File: src/rtl/text_blitter_if.sv
// Bus between the text blitter, its controller and the frame-buffer writer.
// START/BITMAP/origins flow toward the blitter; pixel and status signals flow out.
interface text_blitter_if;
    localparam int unsigned BITMAP_W = 210;
    localparam int unsigned X_W      = 8;
    localparam int unsigned Y_W      = 7;
    localparam int unsigned C_W      = 3;

    logic                START;
    logic [BITMAP_W-1:0] BITMAP;
    logic                SELECT;
    logic [X_W-1:0]      X_ORIGIN;
    logic [Y_W-1:0]      Y_ORIGIN;
    logic [X_W-1:0]      X;
    logic [Y_W-1:0]      Y;
    logic [C_W-1:0]      COLOUR;
    logic                PLOT;
    logic                BUSY;
    logic                DONE;

    modport master (
        output START, BITMAP, X_ORIGIN, Y_ORIGIN,
        input  SELECT, X, Y, COLOUR, PLOT, BUSY, DONE
    );

    modport slave (
        input  START, BITMAP, X_ORIGIN, Y_ORIGIN,
        output SELECT, X, Y, COLOUR, PLOT, BUSY, DONE
    );
endinterface

File: src/rtl/text_blitter.sv
// Draws a 6x35 text bitmap as one pixel per cycle at a screen origin.
// Define TEXT_BLITTER_SKIP_BG_EN to suppress PLOT for clear bits (transparent background).
module text_blitter #(
    parameter logic [2:0] FG_COLOUR = 3'b111,
    parameter logic [2:0] BG_COLOUR = 3'b000
) (
    input  logic          CLOCK_50,
    input  logic          RESETN,
    text_blitter_if.slave bus
);
    localparam int unsigned ROWS  = 6;
    localparam int unsigned COLS  = 35;
    localparam int unsigned PIX   = ROWS * COLS;
    localparam int unsigned ROW_W = 3;
    localparam int unsigned COL_W = 6;
    localparam int unsigned IDX_W = 8;
    localparam int unsigned X_W   = 8;
    localparam int unsigned Y_W   = 7;
    localparam int unsigned C_W   = 3;

    typedef enum logic [1:0] {IDLE, LOAD, DRAW, FINISH} state_t;

    state_t           state;
    logic [PIX-1:0]   bmp_q;
    logic [ROW_W-1:0] row_q;
    logic [COL_W-1:0] col_q;
    logic [X_W-1:0]   xo_q;
    logic [Y_W-1:0]   yo_q;
    logic [X_W-1:0]   x_q;
    logic [Y_W-1:0]   y_q;
    logic [C_W-1:0]   colour_q;
    logic             plot_q;
    logic             busy_q;
    logic             done_q;

    logic [ROW_W-1:0] nxt_row_c;
    logic [COL_W-1:0] nxt_col_c;
    logic             last_c;
    logic             first_bit_c;
    logic             nxt_bit_c;
    logic             first_plot_c;
    logic             nxt_plot_c;

    // Row r occupies [35r+34:35r] with column 0 in the MSB of the row.
    function automatic logic pix_bit(input logic [PIX-1:0]   b,
                                     input logic [ROW_W-1:0] r,
                                     input logic [COL_W-1:0] c);
        logic [IDX_W-1:0] idx;
        idx = IDX_W'(int'(r) * int'(COLS) + int'(COLS) - 1 - int'(c));
        return b[idx];
    endfunction

    // Next raster position and the bit/strobe for the pixel about to be presented.
    always_comb begin
        nxt_col_c    = col_q + COL_W'(1);
        nxt_row_c    = row_q;
        last_c       = (row_q == ROW_W'(ROWS - 1)) && (col_q == COL_W'(COLS - 1));
        if (col_q == COL_W'(COLS - 1)) begin
            nxt_col_c = '0;
            nxt_row_c = row_q + ROW_W'(1);
        end
        first_bit_c  = pix_bit(bus.BITMAP, '0, '0);
        nxt_bit_c    = pix_bit(bmp_q, nxt_row_c, nxt_col_c);
`ifdef TEXT_BLITTER_SKIP_BG_EN
        first_plot_c = first_bit_c;
        nxt_plot_c   = nxt_bit_c;
`else
        first_plot_c = 1'b1;
        nxt_plot_c   = 1'b1;
`endif
    end

    always_ff @(posedge CLOCK_50) begin
        if (!RESETN) begin
            state    <= IDLE;
            bmp_q    <= '0;
            row_q    <= '0;
            col_q    <= '0;
            xo_q     <= '0;
            yo_q     <= '0;
            x_q      <= '0;
            y_q      <= '0;
            colour_q <= '0;
            plot_q   <= 1'b0;
            busy_q   <= 1'b0;
            done_q   <= 1'b0;
        end else begin
            case (state)
                IDLE: begin
                    if (bus.START) begin
                        xo_q   <= bus.X_ORIGIN;
                        yo_q   <= bus.Y_ORIGIN;
                        busy_q <= 1'b1;
                        state  <= LOAD;
                    end
                end
                // Pixel (0,0) comes straight from the bus as the bitmap is captured.
                LOAD: begin
                    bmp_q    <= bus.BITMAP;
                    row_q    <= '0;
                    col_q    <= '0;
                    x_q      <= xo_q;
                    y_q      <= yo_q;
                    colour_q <= first_bit_c ? FG_COLOUR : BG_COLOUR;
                    plot_q   <= first_plot_c;
                    state    <= DRAW;
                end
                DRAW: begin
                    if (last_c) begin
                        plot_q <= 1'b0;
                        busy_q <= 1'b0;
                        done_q <= 1'b1;
                        state  <= FINISH;
                    end else begin
                        row_q    <= nxt_row_c;
                        col_q    <= nxt_col_c;
                        x_q      <= xo_q + X_W'(nxt_col_c);
                        y_q      <= yo_q + Y_W'(nxt_row_c);
                        colour_q <= nxt_bit_c ? FG_COLOUR : BG_COLOUR;
                        plot_q   <= nxt_plot_c;
                    end
                end
                FINISH: begin
                    done_q <= 1'b0;
                    state  <= IDLE;
                end
                default: state <= IDLE;
            endcase
        end
    end

    assign bus.SELECT = 1'b1;
    assign bus.X      = x_q;
    assign bus.Y      = y_q;
    assign bus.COLOUR = colour_q;
    assign bus.PLOT   = plot_q;
    assign bus.BUSY   = busy_q;
    assign bus.DONE   = done_q;
endmodule

File: src/flat_wrapper.sv
// flat-port wrapper written by rule: the top's interface ports become plain ports
module text_blitter_flat 
#(
    parameter logic [2:0] FG_COLOUR = 3'b111,
    parameter logic [2:0] BG_COLOUR = 3'b000
)
  (CLOCK_50, RESETN, bus_START, bus_BITMAP, bus_X_ORIGIN, bus_Y_ORIGIN, bus_SELECT, bus_X, bus_Y, bus_COLOUR, bus_PLOT, bus_BUSY, bus_DONE);
  text_blitter_if bus_i ();
  input  logic CLOCK_50;
  input  logic RESETN;
  input wire logic [$bits(bus_i.START)-1:0] bus_START;
  input wire logic [$bits(bus_i.BITMAP)-1:0] bus_BITMAP;
  input wire logic [$bits(bus_i.X_ORIGIN)-1:0] bus_X_ORIGIN;
  input wire logic [$bits(bus_i.Y_ORIGIN)-1:0] bus_Y_ORIGIN;
  output wire logic [$bits(bus_i.SELECT)-1:0] bus_SELECT;
  output wire logic [$bits(bus_i.X)-1:0] bus_X;
  output wire logic [$bits(bus_i.Y)-1:0] bus_Y;
  output wire logic [$bits(bus_i.COLOUR)-1:0] bus_COLOUR;
  output wire logic [$bits(bus_i.PLOT)-1:0] bus_PLOT;
  output wire logic [$bits(bus_i.BUSY)-1:0] bus_BUSY;
  output wire logic [$bits(bus_i.DONE)-1:0] bus_DONE;
  assign bus_i.START = bus_START;
  assign bus_i.BITMAP = bus_BITMAP;
  assign bus_i.X_ORIGIN = bus_X_ORIGIN;
  assign bus_i.Y_ORIGIN = bus_Y_ORIGIN;
  assign bus_SELECT = bus_i.SELECT;
  assign bus_X = bus_i.X;
  assign bus_Y = bus_i.Y;
  assign bus_COLOUR = bus_i.COLOUR;
  assign bus_PLOT = bus_i.PLOT;
  assign bus_BUSY = bus_i.BUSY;
  assign bus_DONE = bus_i.DONE;
  text_blitter #(.FG_COLOUR(FG_COLOUR), .BG_COLOUR(BG_COLOUR)) u_core (.CLOCK_50(CLOCK_50), .RESETN(RESETN), .bus(bus_i));
endmodule
File: config.mk
export PLATFORM = sky130hd
export DESIGN_NAME = text_blitter_flat
export DESIGN_NICKNAME = d
export VERILOG_FILES = /design/src/rtl/text_blitter_if.sv /design/src/rtl/text_blitter.sv /design/src/flat_wrapper.sv
export SDC_FILE = /design/constraint.sdc
export NUM_CORES = 1
export LEC_CHECK = 0
export ABC_AREA = 1
export CELL_PAD_IN_SITES_DETAIL_PLACEMENT = 1
export CELL_PAD_IN_SITES_GLOBAL_PLACEMENT = 2
export CORE_UTILIZATION = 35
export DETAILED_ROUTE_END_ITERATION = 10
export DONT_BUFFER_PORTS = 1
export PLACE_DENSITY_LB_ADDON = 0.15
export SLEW_MARGIN = 25
export SYNTH_ARGS = -nofsm -noshare
export SYNTH_HDL_FRONTEND = slang
export SYNTH_SLANG_ARGS = --single-unit
File: constraint.sdc
create_clock -name CLOCK_50 -period 6.4 [get_ports CLOCK_50]
set_clock_uncertainty 0.05 [all_clocks]
set_input_delay 0.96 -clock CLOCK_50 [delete_from_list [all_inputs] [get_ports CLOCK_50]]
set_output_delay 0.96 -clock CLOCK_50 [all_outputs]
set_load 0.03 [all_outputs]
# Word level (Yosys, flattened, before mapping)
# Index checks and enable logic that the tools add are counted.
op_classes:
  addsub: 7
  n_mul: 1
  magnitude_cmp: 1
  eq_ne: 8
  n_mux: 26
  reduce_logical: 10
op_table:
  columns: ["op", "n"]
  rows:
  - ["$pmux W8 S2", 1]
  - ["$mux W3", 5]
  - ["$pmux W7 S2", 1]
  - ["$mux W6", 2]
  - ["$pmux W3 S2", 2]
  - ["$pmux W6 S2", 1]
  - ["$lt A8 B9 Y1 const B", 1]
  - ["$add A8 B6 Y8", 1]
  - ["$add A8 B7 Y8 const B", 1]
  - ["$bmux W1 S8", 1]
  - ["$mul A3 B6 Y8 const B", 1]
  - ["$mux W8", 1]
  - ["$pmux W2 S4", 1]
  - ["$reduce_and A2 Y1", 4]
  - ["$sub A8 B2 Y8 const B", 1]
  - ["$sub A8 B7 Y8", 1]
  - ["$add A7 B3 Y7", 1]
  - ["$mux W7", 1]
  - ["$add A6 B1 Y6 const B", 1]
  - ["$eq A6 B6 Y1 const B", 1]
  - ["$pmux W1 S2", 3]
  - ["$reduce_bool A2 Y1", 3]
  - ["$mux W1", 5]
  - ["$eq A2 B2 Y1 const B", 2]
  - ["9 further kinds", 11]
totals:
  regBits: 257
  input_bits: 228
  out_inout_bits: 22
  elab_cells: 65

# Logic depth before layout (Yosys ltp)
# Gate-level depths: netlist of the first run.
depth:
  ltp_word: 11
  depth_mapped: 29
  mapped_depth_nobuf: 29

# Least setup slack after synthesis of the first run
# No wires, ideal clock.
synth_path:
  path_kind: "register to register"
  startpoint: "register u_core.col_q[0]"
  endpoint: "register u_core.colour_q[1] (netlist: u_core.bus.COLOUR[1])"
  setup_ns: 0.132
  arrival_ns: 3.886
  required_ns: 6.218
  slack_ns: 2.332
  stages_incl_launch_ff: 25
  n_path_buf: 2
  synth_period_minus_slack_ns: 4.068
  path_cell_list: "dfxtp_1 > inv_1 > ha_1 > nand2_1 > nor2_4 > nor3_1 > inv_1 > o21ai_0 > inv_1 > ha_1 > ha_1 > ha_1 > fa_1 > buf_2 > clkinv_1 > clkbuf_1 > nand3_1 > nand3_1 > nand3_1 > nand3_1 > nand3_1 > a21oi_1 > nand2_1 > nand2_1 > a21oi_1"
synth_via:
  elab_chain_cells: 11
  elab_cells_between_ends: 16
  cone_classes: "4 x add/sub; 1 x mul; 2 x eq/ne; 7 x mux; 2 x reduce/logical"
synth_lines:
  columns: ["element", "line_no", "source"]
  rows:
  - ["start, declared", "text_blitter.sv:26", "logic [COL_W-1:0] col_q;"]
  - ["start signal, assigned", "text_blitter.sv:116", "col_q <= nxt_col_c;"]
  - ["$eq A6 B6 Y1", "text_blitter.sv:57, text_blitter.sv:58", null]
  - ["$mux W3", "text_blitter.sv:58", "if (col_q == COL_W'(COLS - 1)) begin"]
  - ["$mul A3 B6 Y8", "text_blitter.sv:49", "idx = IDX_W'(int'(r) * int'(COLS) + int'(COLS) - 1 - int'(c));"]
  - ["$add A8 B7 Y8", "text_blitter.sv:49", null]
  - ["$sub A8 B2 Y8", "text_blitter.sv:49", null]
  - ["$sub A8 B7 Y8", "text_blitter.sv:49", null]
  - ["$bmux W1 S8", "text_blitter.sv:50", "return b[idx];"]
  - ["$mux W1 (implied by the code)", "text_blitter.sv:50", null]
  - ["$mux W3", "text_blitter.sv:119", "colour_q <= nxt_bit_c ? FG_COLOUR : BG_COLOUR;"]
  - ["$mux W3", "text_blitter.sv:109", "if (last_c) begin"]
  - ["$pmux W3 S2", "text_blitter.sv:88", "case (state)"]
  - ["end signal, assigned", "text_blitter.sv:104", "colour_q <= first_bit_c ? FG_COLOUR : BG_COLOUR;"]
  - ["end signal, assigned", "text_blitter.sv:119", null]
  - ["end, declared", "text_blitter.sv:31", "logic [C_W-1:0] colour_q;"]
# Several ways; a longest one is shown, not always the timed one. The select of a mux whose other input is x is not followed.
# A chain may end at the register's enable or synchronous reset.

# Worst setup path in the final report of the first run
# Ends and elaborated chain as after synthesis.

==> results.toml, run 1 <==
[critical_path]
end_kind = "flop"
required_ps = 6770
cp_max_fo = 27
endpoint = "u_core.bus.COLOUR[1]"
cp-startpoint = "u_core.col_q[0]"
rrSetupSlack_ps = 630
cp_data_arrival_time_ps = 6150
r2r-start = "u_core.col_q[0]"
path_class = "reg2reg"
cp-start-kind = "flop"
r2r-end = "u_core.bus.COLOUR[1]"
reg2regPathDepth = 23

[logic_synthesis]
synth_largest_area_cell = "dfxtp_1"
synth_seq_cells = 255
yosysMostFrequentCell = "o21ai_0"
netlist_top_cells_count = "o21ai_0, dfxtp_1, nor2_1"
synth_top_area_frac = 0.421
ys_types = 37
yosys-top-cells-area = "dfxtp_1, o21ai_0, nor2_1"
synth_edf_count = 0
ys.warnings.count = 0
synth_area_sq_um = 12100
seq_area_frac_synth = 0.421
ys.flop_type = "dfxtp_1"
syn_inst = 1714
synth_nets = 1980
avgSynthCellArea_sq_um = 7.08
async_flop_share = 0

[power]
p_int_mw = 4.34
power_density_nw_per_um2 = 603
leakagePower_nw = 5.54
total_power_mw = 8.05
clockPowerShare = 0.226
p_comb_frac = 0.472
p_sw_frac = 0.461
switchingPower_mw = 3.71
peakVddDrop_v = 0.000452
seqPwrFrac = 0.303

[timing]
slew_viol_final = 0
rsz0062_at_grt = "false"
setup_ws_ps = 627
min_period_over_period = 0.902
fin_tns_setup_ps = 0
setup_viol = 0
fmax_ghz = 0.173
slew_headroom = 0.275
final_hold_viol_count = 0
min_period_ps = 5770
tightest_slew_ps = 1090

[floorplan]
fp.dieW_um = 188
fp.coreArea_sq_um = 33800
die_h_um = 188
boundaryPins = 250
initial_utilization = 0.359
die_area_sq_um = 35400
fp-row-count = 67

[cells_and_area]
multi_input_area_sq_um = 5890
fillers = 4202
area_growth_pct = 10.1
drive_gt1_frac = 0.0514
seq_area_sq_um = 5100
final_nets = 1895

[detailed_routing]
drt_iter0_markers = 573
wl_per_cell_um = 19.1
wirelength_mm = 40.1
post_drt_via_cell_ratio = 5.19
dr.pass1.iters = 4
vias = 10900
drt_drc_violations_left = 0
final_antenna_net_count = 0

[global_routing]
grt_pass1_wl_mm = 62.5
antenna_found_initial = 2
grt_overflow = 0
grt_pass1_vias = 11100
grt_max_degree = 238
grt_usage = 0.223

[placed_design]
io_buffers = 0
routabilityCongestion = 0.786
dp.final_hpwl_mm = 26.9
pre_cts_slack_ps = 563

[clocking]
clkLatencyLatePin_ps = 550
ctsResizeCount = 0
clock-root-buffer = "clkbuf_16"
cts_buffers = 30
cts_tree = "done"
hold_buffers = 0
post_cts_buffers = 0
clkTransAtPathRegs_ps = 60
cts_sinks = 255
h-tree-depth = 1
clock_path_buffers = 3

[flow_run]
cap_viol_max_count = 0

[outcome]
status = "complete, no violations"

[worst_hold_path]
hp-class = "reg2reg"
[layout make-up]
class                   instances  area share
diodes                          2    0.000375
clock buffers                  44      0.0692
clock inverters                12      0.0108
inverters                     171      0.0486
multi-input cells            1162       0.441
flip-flops and latches        255       0.382
well taps                     448      0.0420
repair buffers                  9     0.00599
[power groups by stage]
| stage | sequential, mW | combinational (mW) | clock [mW] |
|---|---|---|---|
| CTS | 2.44 | 3.85 | 1.86 |
| finish | 2.44 | 3.80 | 1.82 |
| floorplan | 2.38 | 2.77 | 0 |
| detailed placement | 2.47 | 3.84 | 0 |
| global placement | 2.45 | 3.79 | 0 |
| global route | 2.50 | 4.30 | 1.93 |
[layer usage]
| layer | global-route usage | routed length, um | share of wire |
|---|---|---|---|
| met1 | 0.303 | 19100 | 0.48 |
| met2 | 0.357 | 17800 | 0.44 |
| met3 | 0.0503 | 2340 | 0.058 |
| met4 | 0.0503 | 814 | 0.020 |
| met5 | 0 | 13 | 0.00032 |
[logic make-up after synthesis]
family,Yosys count,share of synthesized area
compound gates,517,0.226
xor+xnor,9,0.00712
fa+ha+maj,38,0.0423
buf+inv,297,0.0976
flops,255,0.421
other cells,1,0.000309
simple gates,597,0.206
[registers in the layout, indices dropped and copies added (netlist names)]
| signal | cells |
|---|---|
| u_core.yo_q | 7 |
| u_core.bus.COLOUR | 1 |
| u_core.bmp_q | 210 |
| u_core.bus.Y | 7 |
| u_core.bus.BUSY | 1 |
| u_core.bus.DONE | 1 |
| u_core.state | 2 |
| u_core.xo_q | 8 |
| u_core.row_q | 3 |
| u_core.bus.PLOT | 1 |
| u_core.col_q | 6 |
| u_core.bus.X | 8 |
[worst min path at each step]
stage | startpoint | to | slack [ps] | cells past startpoint
detailed placement | u_core.bmp_q[170] | u_core.bmp_q[170] | 400 | 2
global route | u_core.bmp_q[187] | u_core.bmp_q[187] | 420 | 2
CTS | u_core.bmp_q[170] | u_core.bmp_q[170] | 410 | 2
finish | u_core.bmp_q[21] | u_core.bmp_q[21] | 410 | 2
floorplan | u_core.bmp_q[175] | u_core.bmp_q[175] | 380 | 2
global placement | u_core.bmp_q[172] | u_core.bmp_q[172] | 390 | 2
[stage by stage]
step	util	area (sq um)	hold slack, ps	instances
6_report	0.396	13400	406	2103
5_1_grt	0.395	13400	425	2101
4_1_cts	0.395	13400	410	2101
3_5_place_dp	0.364	12300	400	2045
3_3_place_gp	0.363	12300	393	2044
2_1_floorplan	-	12100	379	1714
[layout by cell type, fill, tap and decap left out, drive strengths merged, types with 7 or more instances in the layout]
master | netlist | final
nand3 | 144 | 144
o211ai | 46 | 46
ha | 33 | 33
nor2 | 257 | 257
clkinv | 4 | 11
inv | 167 | 167
nand2 | 185 | 185
a21oi | 179 | 179
nand4 | 7 | 7
clkbuf | 91 | 44
o21ai | 283 | 283
dfxtp | 255 | 255
buf | 35 | 9
[worst max-delay path, cell delays in order, from the launching register on]
cell,delay (ps)
dfxtp_1,420
inv_1,70
ha_1,260
nand2_1,130
nor2_4,60
nor3_1,280
inv_1,120
o21ai_0,160
inv_1,60
ha_1,280
ha_1,280
ha_1,350
fa_2,1070
clkinv_1,930
nand3_1,340
nand3_1,100
nand2_1,90
nand2_1,50
a21oi_1,150
nor2_1,60
a21oi_1,130
nand2_1,70
nand2_1,60
a21oi_1,50
Note: power is estimated with default switching activity, not from simulation.
==> run 2: changes to the inputs <==
--- a/config.mk
+++ b/config.mk
@@ -10,3 +10,3 @@
 export CELL_PAD_IN_SITES_GLOBAL_PLACEMENT = 2
-export CORE_UTILIZATION = 35
+export CORE_UTILIZATION = 32
 export DETAILED_ROUTE_END_ITERATION = 10
==> constraint.sdc (replaced) <==
create_clock -name CLOCK_50 -period 4.9 [get_ports CLOCK_50]
set_clock_uncertainty 0.05 [all_clocks]
set_input_delay 1.225 -clock CLOCK_50 [delete_from_list [all_inputs] [get_ports CLOCK_50]]
set_output_delay 1.225 -clock CLOCK_50 [all_outputs]
set_load 0.03 [all_outputs]
==> run 2 against run 1 <==
  * Design area increased by 0.90%
  * Critical path depth decreased by 1
  * Maximum frequency increased by 31%
  * Routed wire length increased by 3.2%
  * Power increased by 31%
  * Sequential share of layout area decreased by 0.34 points
  * Clock power increased by 24%
  * Clock-buffer cell count increased by 2
  * Die area increased by 9.3%
  * First-iteration DRC count decreased by 16%
  * Sequential cell count unchanged
  * Combinational power increased by 34%
  * Critical path type unchanged
  * Largest power group unchanged
==> results.toml, run 2 (synthesis gave the netlist of run 1 again) <==
[detailed_routing]
route.met3.wl_mm = 2.12
vias = 11000
dr.pass1.iters = 4
drt_iter0_markers = 481
post_drt_via_cell_ratio = 5.10
top_layer_used = "met5"
drt_drc_violations_left = 0
final_antenna_net_count = 0
wl_per_cell_um = 19.1
wl_met2_mm = 18.8
wirelength_mm = 41.4
wl_met1_mm = 19.7

[critical_path]
cp_data_arrival_time_ps = 4770
cp-start-kind = "flop"
required_ps = 5270
path_class = "reg2reg"
end_kind = "flop"
cp_slowest_stage_delay_ps = 630
cp_max_fo = 26
reg2regPathDepth = 22
worstPathCellList = "inv_1 -> ha_1 -> nand2_1 -> nor2_4 -> nor3_2 -> inv_1 -> o21ai_0 -> inv_1 -> ha_1 -> ha_1 -> ha_1 -> fa_2 -> buf_6 -> nand3_1 -> nand3_1 -> nand3_1 -> nand3_1 -> nand3_1 -> a21oi_1 -> nand2_1 -> nand2_1 -> a21oi_1"
crit_slowest_cell = "fa_2"
worst_path_most_repeated_cell = "nand3_1"

[floorplan]
fp.coreArea_sq_um = 37000
boundaryPins = 250
die_area_sq_um = 38700
initial_utilization = 0.328
fp-row-count = 70
fp.dieW_um = 197
die_h_um = 197

[timing]
final_hold_viol_count = 0
fmax_ghz = 0.227
slew_headroom = 0.299
tightest_slew_ps = 1050
setup_viol = 0
fin_tns_setup_ps = 0
min_period_ps = 4400
rsz0062_at_grt = "false"
min_period_over_period = 0.899
holdWs_ps = 406
slew_viol_final = 0

[placed_design]
dp.final_hpwl_mm = 27.9
io_buffers = 0
routabilityCongestion = 0.791
place_area_sq_um = 12400

[global_routing]
grt_pass1_vias = 11100
grt_overflow = 0
grt_max_degree = 238
grt_pass1_wl_mm = 64.2
antenna_found_initial = 3
grt_usage = 0.211

[cells_and_area]
fin_area_sq_um = 13500
final_nets = 1905
regMostFlops = "u_core.bmp_q"
final_common_cell = "o21ai_0"
largest_reg_flops = 210
mostFrequentLayoutCells = "o21ai_0, dfxtp_1, nor2_1, nand2_1, a21oi_1"
area_growth_pct = 11.1
drive_gt1_frac = 0.0554

[power]
seqPwrFrac = 0.302
p_sw_frac = 0.460
peakVddDrop_v = 0.000596
leakagePower_nw = 5.57
total_power_mw = 10.5
power_density_nw_per_um2 = 782
p_int_mw = 5.69
switchingPower_mw = 4.85
p_comb_frac = 0.483
clockPowerShare = 0.215

[clocking]
h-tree-depth = 1
clkLatencyLatePin_ps = 560
hold_buffers = 0
cts_buffers = 30
clkTransAtPathRegs_ps = 60
clock_path_buffers = 3
cts_sinks = 255
cts_tree = "done"
clock-root-buffer = "clkbuf_16"

[worst_hold_path]
whs_path_depth = 2
hp-class = "reg2reg"

[outcome]
status = "complete, no violations"

[flow_run]
cap_viol_max_count = 0
==> run 2: cell types whose count changed in the layout (fill, tap and decap cells not counted), sizes merged <==
cell	change
clkinvlp	-1
clkinv	-4
buf	+10
diode	-1
inv	+1
clkbuf	+2
bufinv	-1
==> run 2: final timing paths <==
| check | from | end | slack, ps |
|---|---|---|---|
| max | u_core.col_q[0] | u_core.bus.COLOUR[1] | 500 |
| min | u_core.bmp_q[65] | u_core.bmp_q[65] | 410 |
| max reg2reg | u_core.col_q[0] | u_core.bus.COLOUR[1] | 500 |
| min reg2reg | u_core.bmp_q[65] | u_core.bmp_q[65] | 410 |
==> run 2: per-layer routing <==
layer | GRT usage | vias to the layer above
met1 | 0.293 | 5258
li1 | - | 5504
met3 | 0.0373 | 47
met4 | 0.0445 | 4
met2 | 0.340 | 222
met5 | 0 | -
==> run 2: layout make-up <==
| class | count | area (sq um) |
|---|---|---|
| multi-input cells | 1162 | 5900 |
| inverters | 171 | 658 |
| flip-flops and latches | 255 | 5100 |
| clock inverters | 7 | 95.1 |
| diodes | 1 | 2.50 |
| clock buffers | 46 | 902 |
| repair buffers | 19 | 188 |
| well taps | 504 | 631 |
| fillers | 4616 | 23500 |
==> run 2: timing repair <==
item,CTS,global route
resized for setup,0,8
endpoints found under the setup margin,0,1
buffers inserted,0,2
==> run 2: power groups by stage <==
| stage | registers (mW) | logic, mW | clock network [mW] |
|---|---|---|---|
| after floorplan | 3.11 | 3.62 | 0 |
| after global placement | 3.21 | 5.11 | 0 |
| after detailed placement | 3.23 | 5.16 | 0 |
| after CTS | 3.19 | 5.18 | 2.33 |
| after global routing | 3.26 | 5.78 | 2.41 |
| final | 3.18 | 5.10 | 2.26 |
==> run 2: metrics by stage <==
stage | std cells | utilization | setup WS, ps
floorplan | 1714 | - | 832
global placement | 2109 | 0.337 | 329
detailed placement | 2109 | 0.337 | 144
CTS | 2162 | 0.364 | 103
global route | 2164 | 0.365 | 123
finish | 2165 | 0.365 | 496
==> run 2: worst max-delay path: cells and delay by family (launching register included) <==
kind                     cells  cell delay (ps)
AND/OR/NAND/NOR             10             1150
flip-flops                   1              420
AO/OA/AOI/OAI                3              330
adder cells (fa/ha/maj)      5             1800
buffers and inverters        4              500
==> run 3: changes to the inputs <==
CAP_MARGIN = 30   (was not set)
CELL_PAD_IN_SITES_DETAIL_PLACEMENT = 0   (was 1)
CELL_PAD_IN_SITES_GLOBAL_PLACEMENT = 1   (was 2)
CORE_UTILIZATION = 35   (was 32)
==> run 3 against run 2 <==
  * First-iteration DRC count up 55%
  * Via count down 1.7%
  * Critical path depth unchanged
  * Sequential cell count unchanged
  * Global-route usage down 0.084 points
  * Core utilization up 3.4 points
  * Clock-buffer cell count down 1
  * Hold slack about the same
  * Cell count down 2.3%
  * Sequential power about the same
  * Power down 0.93%
  * Largest cell class unchanged
==> results.toml, run 3 (synthesis gave the netlist of run 1 again) <==
[critical_path]
cp_data_arrival_time_ps = 4790
cp_num_buf_inv = 4
cp-start-kind = "flop"
required_ps = 5270
worst_path_most_repeated_cell = "nand3_1"
path_class = "reg2reg"
crit_cells = 22
worstPathCellList = "inv_1 -> ha_1 -> nand2_1 -> nor2_4 -> nor3_1 -> inv_1 -> o21ai_0 -> inv_1 -> ha_1 -> ha_1 -> ha_1 -> fa_2 -> buf_6 -> nand3_1 -> nand3_1 -> nand3_1 -> nand3_1 -> nand3_1 -> a21oi_1 -> nand2_1 -> nand2_1 -> a21oi_1"
r2r-start = "u_core.col_q[0]"
crit_slowest_cell = "fa_2"
r2r-end = "u_core.bus.COLOUR[1]"
cp_max_fo = 26
cpLargestDelayFamily = "adder cells"
rrSetupSlack_ps = 480
reg2regPathDepth = 22
cp_slowest_stage_delay_ps = 630
end_kind = "flop"

[clocking]
cts_sinks = 255
clkLatencyLatePin_ps = 550
clock_path_buffers = 3
cts_tree = "done"
hold_buffers = 0
clock-root-buffer = "clkbuf_16"
clkTransAtPathRegs_ps = 60
cts_buffers = 30
h-tree-depth = 1

[power]
leakagePower_nw = 5.61
power_density_nw_per_um2 = 775
clockPowerShare = 0.219
peakVddDrop_v = 0.000525
p_sw_frac = 0.453
total_power_mw = 10.4
seqPwrFrac = 0.303
switchingPower_mw = 4.73
p_int_mw = 5.72
p_comb_frac = 0.478

[detailed_routing]
wirelength_mm = 38.0
drt_drc_violations_left = 0
drt_iter0_markers = 745
wl_per_cell_um = 18.0
dr.pass1.iters = 5
final_antenna_net_count = 0
post_drt_via_cell_ratio = 5.13
vias = 10800

[floorplan]
die_h_um = 188
initial_utilization = 0.359
fp.coreArea_sq_um = 33800
die_area_sq_um = 35400
boundaryPins = 250
fp.dieW_um = 188
fp-row-count = 67

[global_routing]
grt_usage = 0.210
grt.busiest_layer = "met2"
grt_max_degree = 238
grt_pass1_vias = 10300
grt_overflow = 0
antenna_found_initial = 0
met3_usage = 0.0430
grt_pass1_wl_mm = 58.8
met1_usage = 0.295
met2_usage = 0.331

[worst_hold_path]
min_from = "u_core.bmp_q[57]"
min_to = "u_core.bmp_q[57]"
hp-class = "reg2reg"
whs_path_depth = 2

[timing]
tightest_slew_ps = 876
fmax_ghz = 0.226
slew_viol_final = 0
final_hold_viol_count = 0
slew_headroom = 0.416
min_period_over_period = 0.903
holdWs_ps = 405
min_period_ps = 4420
setup_viol = 0

[placed_design]
dp.final_hpwl_mm = 25.7
io_buffers = 0
place_inst = 2056
routabilityCongestion = 0.795

[cells_and_area]
drive_gt1_frac = 0.0600
final_nets = 1913
n_antenna_cell = 0
regMostFlops = "u_core.bmp_q"
fillers = 3615
instances_no_fill = 2116
area_growth_pct = 11.1
largest_reg_flops = 210
mostFrequentLayoutCells = "o21ai_0, dfxtp_1, nor2_1, nand2_1, a21oi_1"
final_util = 0.399
final_common_cell = "o21ai_0"

[outcome]
status = "complete, no violations"

[flow_run]
cap_viol_max_count = 0
[run 3: cell count changes in the layout (fill, tap and decap cells not counted), sizes merged]
cell	before	now
clkinvlp	1	3
inv	168	167
buf	19	26
diode	1	0
[run 3: worst max path at each step]
stage                                 endpoint             from  slack, ps
after floorplan           u_core.bus.COLOUR[1]  u_core.col_q[0]        830
after global placement    u_core.bus.COLOUR[1]  u_core.col_q[0]        460
after detailed placement  u_core.bus.COLOUR[1]  u_core.col_q[0]        370
after CTS                 u_core.bus.COLOUR[1]  u_core.col_q[0]        350
after global routing      u_core.bus.COLOUR[1]  u_core.col_q[0]        -20
final                     u_core.bus.COLOUR[1]  u_core.col_q[0]        480
[run 3: power groups by stage]
| stage | Sequential, mW | Combinational (mW) | Clock, mW |
|---|---|---|---|
| CTS | 3.18 | 4.95 | 2.36 |
| global route | 3.24 | 5.64 | 2.43 |
| finish | 3.16 | 5.00 | 2.29 |
| floorplan | 3.11 | 3.62 | 0 |
| detailed placement | 3.23 | 4.93 | 0 |
| global placement | 3.22 | 4.92 | 0 |
[run 3: tightest hold or removal path, stage by stage (launching register included)]
cell	delay [ps]
dfxtp_1	300
inv_1	60
a21oi_1	60
[run 3: repair_timing]
action	CTS	global route
hold endpoints to repair	0	0
setup endpoints to repair	0	1
buffers inserted	0	4
resized for setup	0	3
[run 3: layout make-up]
| cell class | instances | area, sq um | area share |
|---|---|---|---|
| Multi-Input combinational cell | 1162 | 5880 | 0.437 |
| Tap cell | 448 | 561 | 0.0416 |
| Clock buffer | 45 | 928 | 0.0689 |
| Inverter | 171 | 657 | 0.0488 |
| Clock inverter | 8 | 96.3 | 0.00715 |
| Sequential cell | 255 | 5100 | 0.379 |
| Timing Repair Buffer | 27 | 243 | 0.0180 |
[run 3: per-layer routing]
| layer | part of all wire | vias to the layer above | wire length [um] |
|---|---|---|---|
| li1 | - | 5535 | - |
| met1 | 0.48 | 4994 | 18300 |
| met2 | 0.44 | 272 | 16800 |
| met3 | 0.057 | 44 | 2170 |
| met4 | 0.017 | 0 | 643 |
| met5 | 0 | - | 0 |
[run 3: metrics by stage]
stage               cell area [sq um]  setup slack [ps]  TNS (ps)
finish                          13500               476         0
global route                    13500             -16.6     -16.6
CTS                             13400               349         0
detailed placement              12300               366         0
global placement                12300               465         0
floorplan                       12100               832         0
